==> config.mk <==
export PLATFORM = sky130hd
export DESIGN_NAME = uart_echo_buffer
export DESIGN_NICKNAME = d
export VERILOG_FILES = /design/src/rtl/uart_echo_buffer.sv
export SDC_FILE = /design/constraint.sdc
export NUM_CORES = 1
export LEC_CHECK = 0
export CORE_ASPECT_RATIO = 1.25
export CORE_MARGIN = 4
export CORE_UTILIZATION = 63
export CTS_CLUSTER_DIAMETER = 60
export DETAILED_ROUTE_END_ITERATION = 16
export GPL_TIMING_DRIVEN = 0
export PLACE_DENSITY = 0.95
export SYNTH_ARGS = -nofsm -noshare
export SYNTH_HDL_FRONTEND = slang
export SYNTH_SLANG_ARGS = --single-unit
==> constraint.sdc <==
create_clock -name sysclk -period 7.8 [get_ports sysclk]
set_input_delay 1.56 -clock sysclk [delete_from_list [all_inputs] [get_ports sysclk]]
set_output_delay 1.56 -clock sysclk [all_outputs]
set_load 0.005 [all_outputs]
==> src/rtl/uart_echo_buffer.sv <==
// UART echo engine: buffers received frames in a FIFO and replays them to the transmitter
// (echo / uppercase echo / sink), with saturating error and overflow counters and a marker LED.
module uart_echo_buffer #(
   parameter int                DATA_W      = 8,
   parameter int                DEPTH       = 16,
   parameter int                CNT_W       = 16,
   parameter int                TIMEOUT     = 2000,
   parameter logic [DATA_W-1:0] TOGGLE_CHAR = DATA_W'('h0A)
) (
   input  logic                       sysclk,
   input  logic                       reset_n,
   input  logic [1:0]                 mode_i,
   input  logic                       rx_end_i,
   input  logic                       rx_err_i,
   input  logic [DATA_W-1:0]          rx_data_i,
   input  logic                       tx_end_i,
   output logic                       tx_start_o,
   output logic [DATA_W-1:0]          tx_data_o,
   output logic [$clog2(DEPTH):0]     fifo_level_o,
   output logic                       fifo_full_o,
   output logic                       fifo_empty_o,
   output logic [CNT_W-1:0]           err_cnt_o,
   output logic [CNT_W-1:0]           ovf_cnt_o,
   output logic                       tx_timeout_o,
   output logic                       led_o
);

   localparam int AW = $clog2(DEPTH);
   localparam int LW = AW + 1;
   localparam int TW = (TIMEOUT > 0) ? $clog2(TIMEOUT + 1) : 1;

   // Handshakes: rx_end_i is a one-cycle "valid" with no ready (a frame is either pushed or
   // counted as overflow); tx_start_o is a one-cycle request and tx_end_i the completion,
   // honoured only while waiting for it.
   typedef enum logic [1:0] {S_IDLE, S_SEND, S_WAIT} state_t;

   state_t              state_q, state_d;
   logic [DATA_W-1:0]   mem [DEPTH];
   logic [AW-1:0]       wr_ptr_q, rd_ptr_q;
   logic [LW-1:0]       level_q, level_d;
   logic [TW-1:0]       wait_cnt_q;
   logic [DATA_W-1:0]   push_data;
   logic                rx_good, push_req, push, pop;

   always_comb begin
      push_data = rx_data_i;
      if (mode_i == 2'd1 && rx_data_i[7:0] >= 8'h61 && rx_data_i[7:0] <= 8'h7A)
         push_data[7:0] = rx_data_i[7:0] - 8'h20;
   end

   assign rx_good  = rx_end_i & ~rx_err_i;
   assign push_req = rx_good & (mode_i != 2'd2);
   assign pop      = (state_q == S_IDLE) && (level_q != '0);
   // A full FIFO still accepts a push when the head leaves in the same cycle.
   assign push     = push_req && ((level_q != LW'(DEPTH)) || pop);
   assign level_d  = level_q + LW'(push) - LW'(pop);

   always_ff @(posedge sysclk) begin
      if (push)
         mem[wr_ptr_q] <= push_data;
   end

   always_ff @(posedge sysclk or negedge reset_n) begin
      if (!reset_n) begin
         wr_ptr_q     <= '0;
         rd_ptr_q     <= '0;
         level_q      <= '0;
         fifo_full_o  <= 1'b0;
         fifo_empty_o <= 1'b0;
         tx_data_o    <= '0;
      end else begin
         if (push)
            wr_ptr_q <= wr_ptr_q + 1'b1;
         if (pop) begin
            rd_ptr_q  <= rd_ptr_q + 1'b1;
            tx_data_o <= mem[rd_ptr_q];
         end
         level_q      <= level_d;
         fifo_full_o  <= (level_d == LW'(DEPTH));
         fifo_empty_o <= (level_d == '0);
      end
   end

   assign fifo_level_o = level_q;

   always_ff @(posedge sysclk or negedge reset_n) begin
      if (!reset_n) begin
         err_cnt_o <= '0;
         ovf_cnt_o <= '0;
         led_o     <= 1'b0;
      end else begin
         if (rx_end_i && rx_err_i && err_cnt_o != '1)
            err_cnt_o <= err_cnt_o + 1'b1;
         if (push_req && !push && ovf_cnt_o != '1)
            ovf_cnt_o <= ovf_cnt_o + 1'b1;
         if (rx_good && rx_data_i == TOGGLE_CHAR)
            led_o <= ~led_o;
      end
   end

   always_ff @(posedge sysclk or negedge reset_n) begin
      if (!reset_n) begin
         state_q    <= S_IDLE;
         wait_cnt_q <= '0;
      end else begin
         state_q    <= state_d;
         wait_cnt_q <= (state_q == S_WAIT) ? wait_cnt_q + 1'b1 : '0;
      end
   end

   // wait_cnt_q is 0 in the first WAIT cycle, so the timeout fires TIMEOUT cycles after entry.
   always_comb begin
      state_d      = state_q;
      tx_timeout_o = 1'b0;
      case (state_q)
         S_IDLE: if (level_q != '0) state_d = S_SEND;
         S_SEND: state_d = S_WAIT;
         S_WAIT: begin
            if (tx_end_i) begin
               state_d = S_IDLE;
            end else if (TIMEOUT != 0 && wait_cnt_q == TW'(TIMEOUT)) begin
               tx_timeout_o = 1'b1;
               state_d      = S_IDLE;
            end
         end
         default: state_d = S_IDLE;
      endcase
   end

   assign tx_start_o = (state_q == S_SEND);

endmodule

# Word level (Yosys, flattened, before mapping)
# Memory sizes are Yosys's and may differ from the RTL's. A register that Yosys moved wholly into a read port is not among the register bits.
# Cells that the tools add are included.
# totals
input_bits	15
latch_bits	0
memories	1
out_inout_bits	50
word_cells	64
ramBits	128
regBits	61
mem_bits_ro	0
# memory_table
memory	words	word_bits	read_ports	rd_clocked_by_memory_dff	write_ports	line	rtl
mem	16	8	1	1	1	38	logic [DATA_W-1:0] mem [DEPTH];
# op_classes
n_shift	0
n_div	0
n_reduce_logical	16
magnitude_cmp	2
n_bitwise	4
n_mul	0
mux	11
n_addsub	8
eq_ne	12
# op_table
cell	count
$add 16x1->16 const B	2
$ne 16x16->1 const B	2
$add 11x1->11 const B	1
$eq 11x11->1 const B	1
$mux 11	1
$logic_and 1x1->1	9
$add 4x1->4 const B	2
$eq 8x4->1 const B	1
$ge 8x7->1 const B	1
$le 8x7->1 const B	1
$mux 8	1
$sub 8x6->8 const B	1
$mux 2	3
$pmux 2 s3	1
$add 5x1->5	1
$eq 5x5->1 const B	1
$logic_not 5->1	1
$mux 1	5
$ne 5x5->1 const B	1
$reduce_bool 5->1	1
$sub 5x1->5	1
$eq 2x1->1 const B	2
$ne 3x2->1 const B	1
$and 1x1->1	2
8 further kinds	10

# Depth between registers and ports, before layout
# depth
depth_word	7
ltp_mapped	15
ltp_nobuf	14

# Worst setup path after synthesis
# OpenSTA, ideal clock, no wires.
# synth_timing
path_type	input to register
startpoint	input port mode_i[1]
endpoint	register fifo_full_o
t_arrival_ns	3.618
t_required_ns	7.700
path_slack_ns	4.082
cell_stages	11
setup_ns	0.100
n_path_buf	1
path_cell_list	nor2b_1 a211oi_1 buf_2 nand2_1 nand2_1 ha_1 inv_1 fa_1 inv_1 or3_1 nor4bb_1
# synth_between
elab_chain_cells	6
# synth_lines
element	line	rtl
start, declared	12	input logic [1:0] mode_i,
$ne 2x2->1	52	assign push_req = rx_good & (mode_i != 2'd2);
$and 1x1->1	52	
$logic_and 1x1->1	55	assign push = push_req && ((level_q != LW'(DEPTH)) || pop);
$add 5x1->5	56	assign level_d = level_q + LW'(push) - LW'(pop);
$sub 5x1->5	56	
named net level_d[1]	40	logic [LW-1:0] level_q, level_d;
$eq 5x5->1	79	fifo_full_o <= (level_d == LW'(DEPTH));
end signal, assigned	79	
end, declared	20	output logic fifo_full_o,
# The timed path passes the listed nets, and every way through them passes these cells.
# A chain may end at the register's enable or synchronous reset.

# Final worst setup path
# layout_timing
startpoint	input port rx_err_i
endpoint	register fifo_full_o
# layout_between
elab_chain_cells	7
# layout_lines
element	line	rtl
start, declared	14	input logic rx_err_i,
$not 1->1	51	assign rx_good = rx_end_i & ~rx_err_i;
$and 1x1->1	51	
$and 1x1->1	52	
$logic_and 1x1->1	55	
$add 5x1->5	56	
$sub 5x1->5	56	
named net level_d[1]	40	
$eq 5x5->1	79	
# The timed path passes the listed nets, and every way through them passes these cells.

==> metrics.txt <==
worst setup margin=3410 ps; CTS tree=yes; skew final=6.59 ps; IO Count=65; dpl ws=3110 ps; Worst-Margin Slew=1310 ps; Slew HR=12.8%; maximum number of pins on one net before global-route repair=70; Min Hold Slack=502 ps; Initial DRT Pass Iterations=5; Final Max Slew Viols=0; die height=138 um; Critical R2R Launch=fifo_level_o[2]; Seq/Total Area, Yosys=65.5%; Clock Tree Root=clkbuf_16; top cells by area, synth=edfxtp_1 (45%), dfrtp_1 (20%), mux4_1 (9.9%), xor2_1 (2.8%), ha_1 (2.2%); Die Width=112 um; worst-case clock buffer depth=2; Max Cap Viol=0; CTS H-Tree Depth=4; worst hold start=led_o; CTS Sinks=197; Hold WC Path Type=flip-flop to flip-flop; Clock transition at path regs=70 ps; Ant. Diodes=0; Synth Net Count=564; worst skew pair latency=430 ps; LEAKAGE=3.92 nW; outcome=finished clean; placed inst area=9360 sq um; worst path required time=8130 ps; Num CTS Buffers=17; CP endpoint kind=flip-flop; unrepaired setup endpoints after global routing=no; Core ar.=13200 sq um; initial antenna violation count=0; Crit Path Class=input pin to flip-flop; Final ANT Viol Nets=0; met1 Resource Use GR=31.7%; final hold vios=0; first-pass GRT wire length=29.8 mm; met2 usage in global routing=45.0%; top cell type's share of synthesized area=45.2%; drt via density=6.51; synth unique cells=49; DR WL/cell=24.3 um; FF+latch count, synth=197; CP Launch Type=input pin; DRC violations left=0; Initial Utilization=64.3%; met3 Usage GRT=5.67%; starting DRC count in detailed routing=578; Power Density=324 nW/um^2; GRT overflow=0; GRT Util Overall=25.9%; Tcrit/Tclk final=56.3%; Max IR drop VDD=187 uV; setup TNS=0 ps; layout cells sized above 1=8.90%; reg2reg end=fifo_full_o; die area=15400 sq um; Placed Cells incl. Taps=768; post-route cell area=9970 sq um; CTS Hold Bufs=0; Mapped Avg Cell Area=16.0 sq um; final WL=19.4 mm; vias in the first global route=5263; ys flop type=edfxtp_1; Hold Path End=led_o; Arr. time, crit path=4720 ps; YS warnings=0; worst hold stages=1; biggest area consumer among synthesized cells=edfxtp_1; Syn Std Cell Area=8500 sq um; final std cells w/o fill=800; cell depth of the worst flop-to-flop path=13; area grow syn2layout=17.3%; setup violators final=0; Mapped Cells=533; busiest layer in global routing=met2; via count=5210; worst reg2reg setup slack=4390 ps; Final #Nets=647; share of synthesized registers carrying an async set or reset=35.0%; post-route minimum period=4390 ps; number of synthesized flops with an enable pin=128; post-CTS sizing=0; port bufs=64; # rows=47; post-detail-place hpwl=12.8 mm; Placer Congestion=0.865; # Post-CTS Setup Buffers=0; Max Clk Rate=0.228 GHz; crit path max fanout=10
==> cells by family (layout without fill, tap and decap cells) <==
family,Yosys count,in the layout,share of synthesized area (%)
simple gates,153,153,10.3
flops,197,197,65.5
xor+xnor,45,45,4.63
fa+ha+maj,16,16,2.44
compound gates,44,44,3.59
mux,45,45,11.5
buf+inv,33,129,2.07
==> sequential cells by signal, indices dropped and copies added, names as in the netlist, 2 cells and up <==
register,count
err_cnt_o,16
fifo_level_o,5
mem,128
ovf_cnt_o,16
rd_ptr_q,4
state_q,2
tx_data_o,8
wait_cnt_q,11
wr_ptr_q,4
==> critical path, stage by stage <==
cell	delay, ps
clkdlybuf4s50_1	520
nand2b_1	220
a211oi_1	490
buf_2	340
nand2_1	100
nand2_1	90
ha_1	180
inv_1	60
fa_1	470
inv_1	50
or3_1	380
nor4bb_1	260
==> per-layer routing <==
metal  share of wire, %  routed length (um)
met5                  0                   0
met3                7.1                1380
met1                 37                7100
met2                 53               10200
met4                3.7                 713
==> cell usage after synthesis (2+ instances only) <==
cell type,count
xnor2_1,18
nand2_1,25
mux4_1,32
edfxtp_1,128
xor2_1,27
and4_1,7
and3_1,20
nand4_1,15
mux2_2,4
a21o_1,11
buf_4,2
buf_6,5
nor2_1,21
inv_1,15
and2_1,4
a21oi_1,4
buf_2,6
nor3_1,11
a211oi_1,9
nand3_1,18
ha_1,15
o21ai_0,7
or3_1,4
nor2b_1,4
o22ai_1,7
mux2i_1,9
nand2b_1,4
clkbuf_1,4
dfrtp_1,69
nor4_1,9
==> worst max-delay path by stage <==
stage	start	cells past startpoint	slack, ps	end
2_1_floorplan	mode_i[1]	11	4080	fifo_full_o
3_3_place_gp	reset_n	1	2900	led_o
3_5_place_dp	rx_err_i	12	3110	fifo_full_o
4_1_cts	rx_err_i	12	3440	fifo_full_o
5_1_grt	rx_err_i	13	3280	fifo_full_o
6_report	rx_err_i	12	3410	fifo_full_o
==> stage by stage <==
| stage | total power, mW | utilization [%] |
|---|---|---|
| 5_1_grt | 3.36 | 75.4 |
| 6_report | 3.23 | 75.4 |
| 4_1_cts | 3.22 | 75.3 |
| 2_1_floorplan | 1.94 | - |
| 3_5_place_dp | 2.30 | 70.7 |
| 3_3_place_gp | 2.23 | 70.7 |
==> cell type report <==
type                    count  area (sq um)
inverters                  15          56.3
multi-input cells         303          2760
clock buffers              17           425
clock inverters            15           188
flip-flops and latches    197          5570
well taps                 171           214
plain buffers              18           120
repair buffers             64           638
fillers                   693          3260
==> report_power, final <==
part / internal, mW / total, mW / switching (mW)
registers: 1.23 / 1.35 / 0.116
clock network: 0.487 / 0.901 / 0.413
logic: 0.470 / 0.987 / 0.517
==> cell usage in the layout (no fill, tap or decap), types with 6 or more instances in the layout <==
master,count
mux2i_1,9
o21ai_0,7
ha_1,15
nor3_1,10
and3_1,20
and4_1,7
clkdlybuf4s50_1,63
inv_1,15
nand2_1,25
xor2_1,27
mux4_1,32
clkbuf_16,17
dfrtp_1,69
xnor2_1,18
a21o_1,11
a211oi_1,9
nand4_1,15
nand3_1,18
o22ai_1,7
nor4_1,9
buf_2,6
nor2_1,21
edfxtp_1,128
No activity file was read; power rests on OpenSTA's default activity.
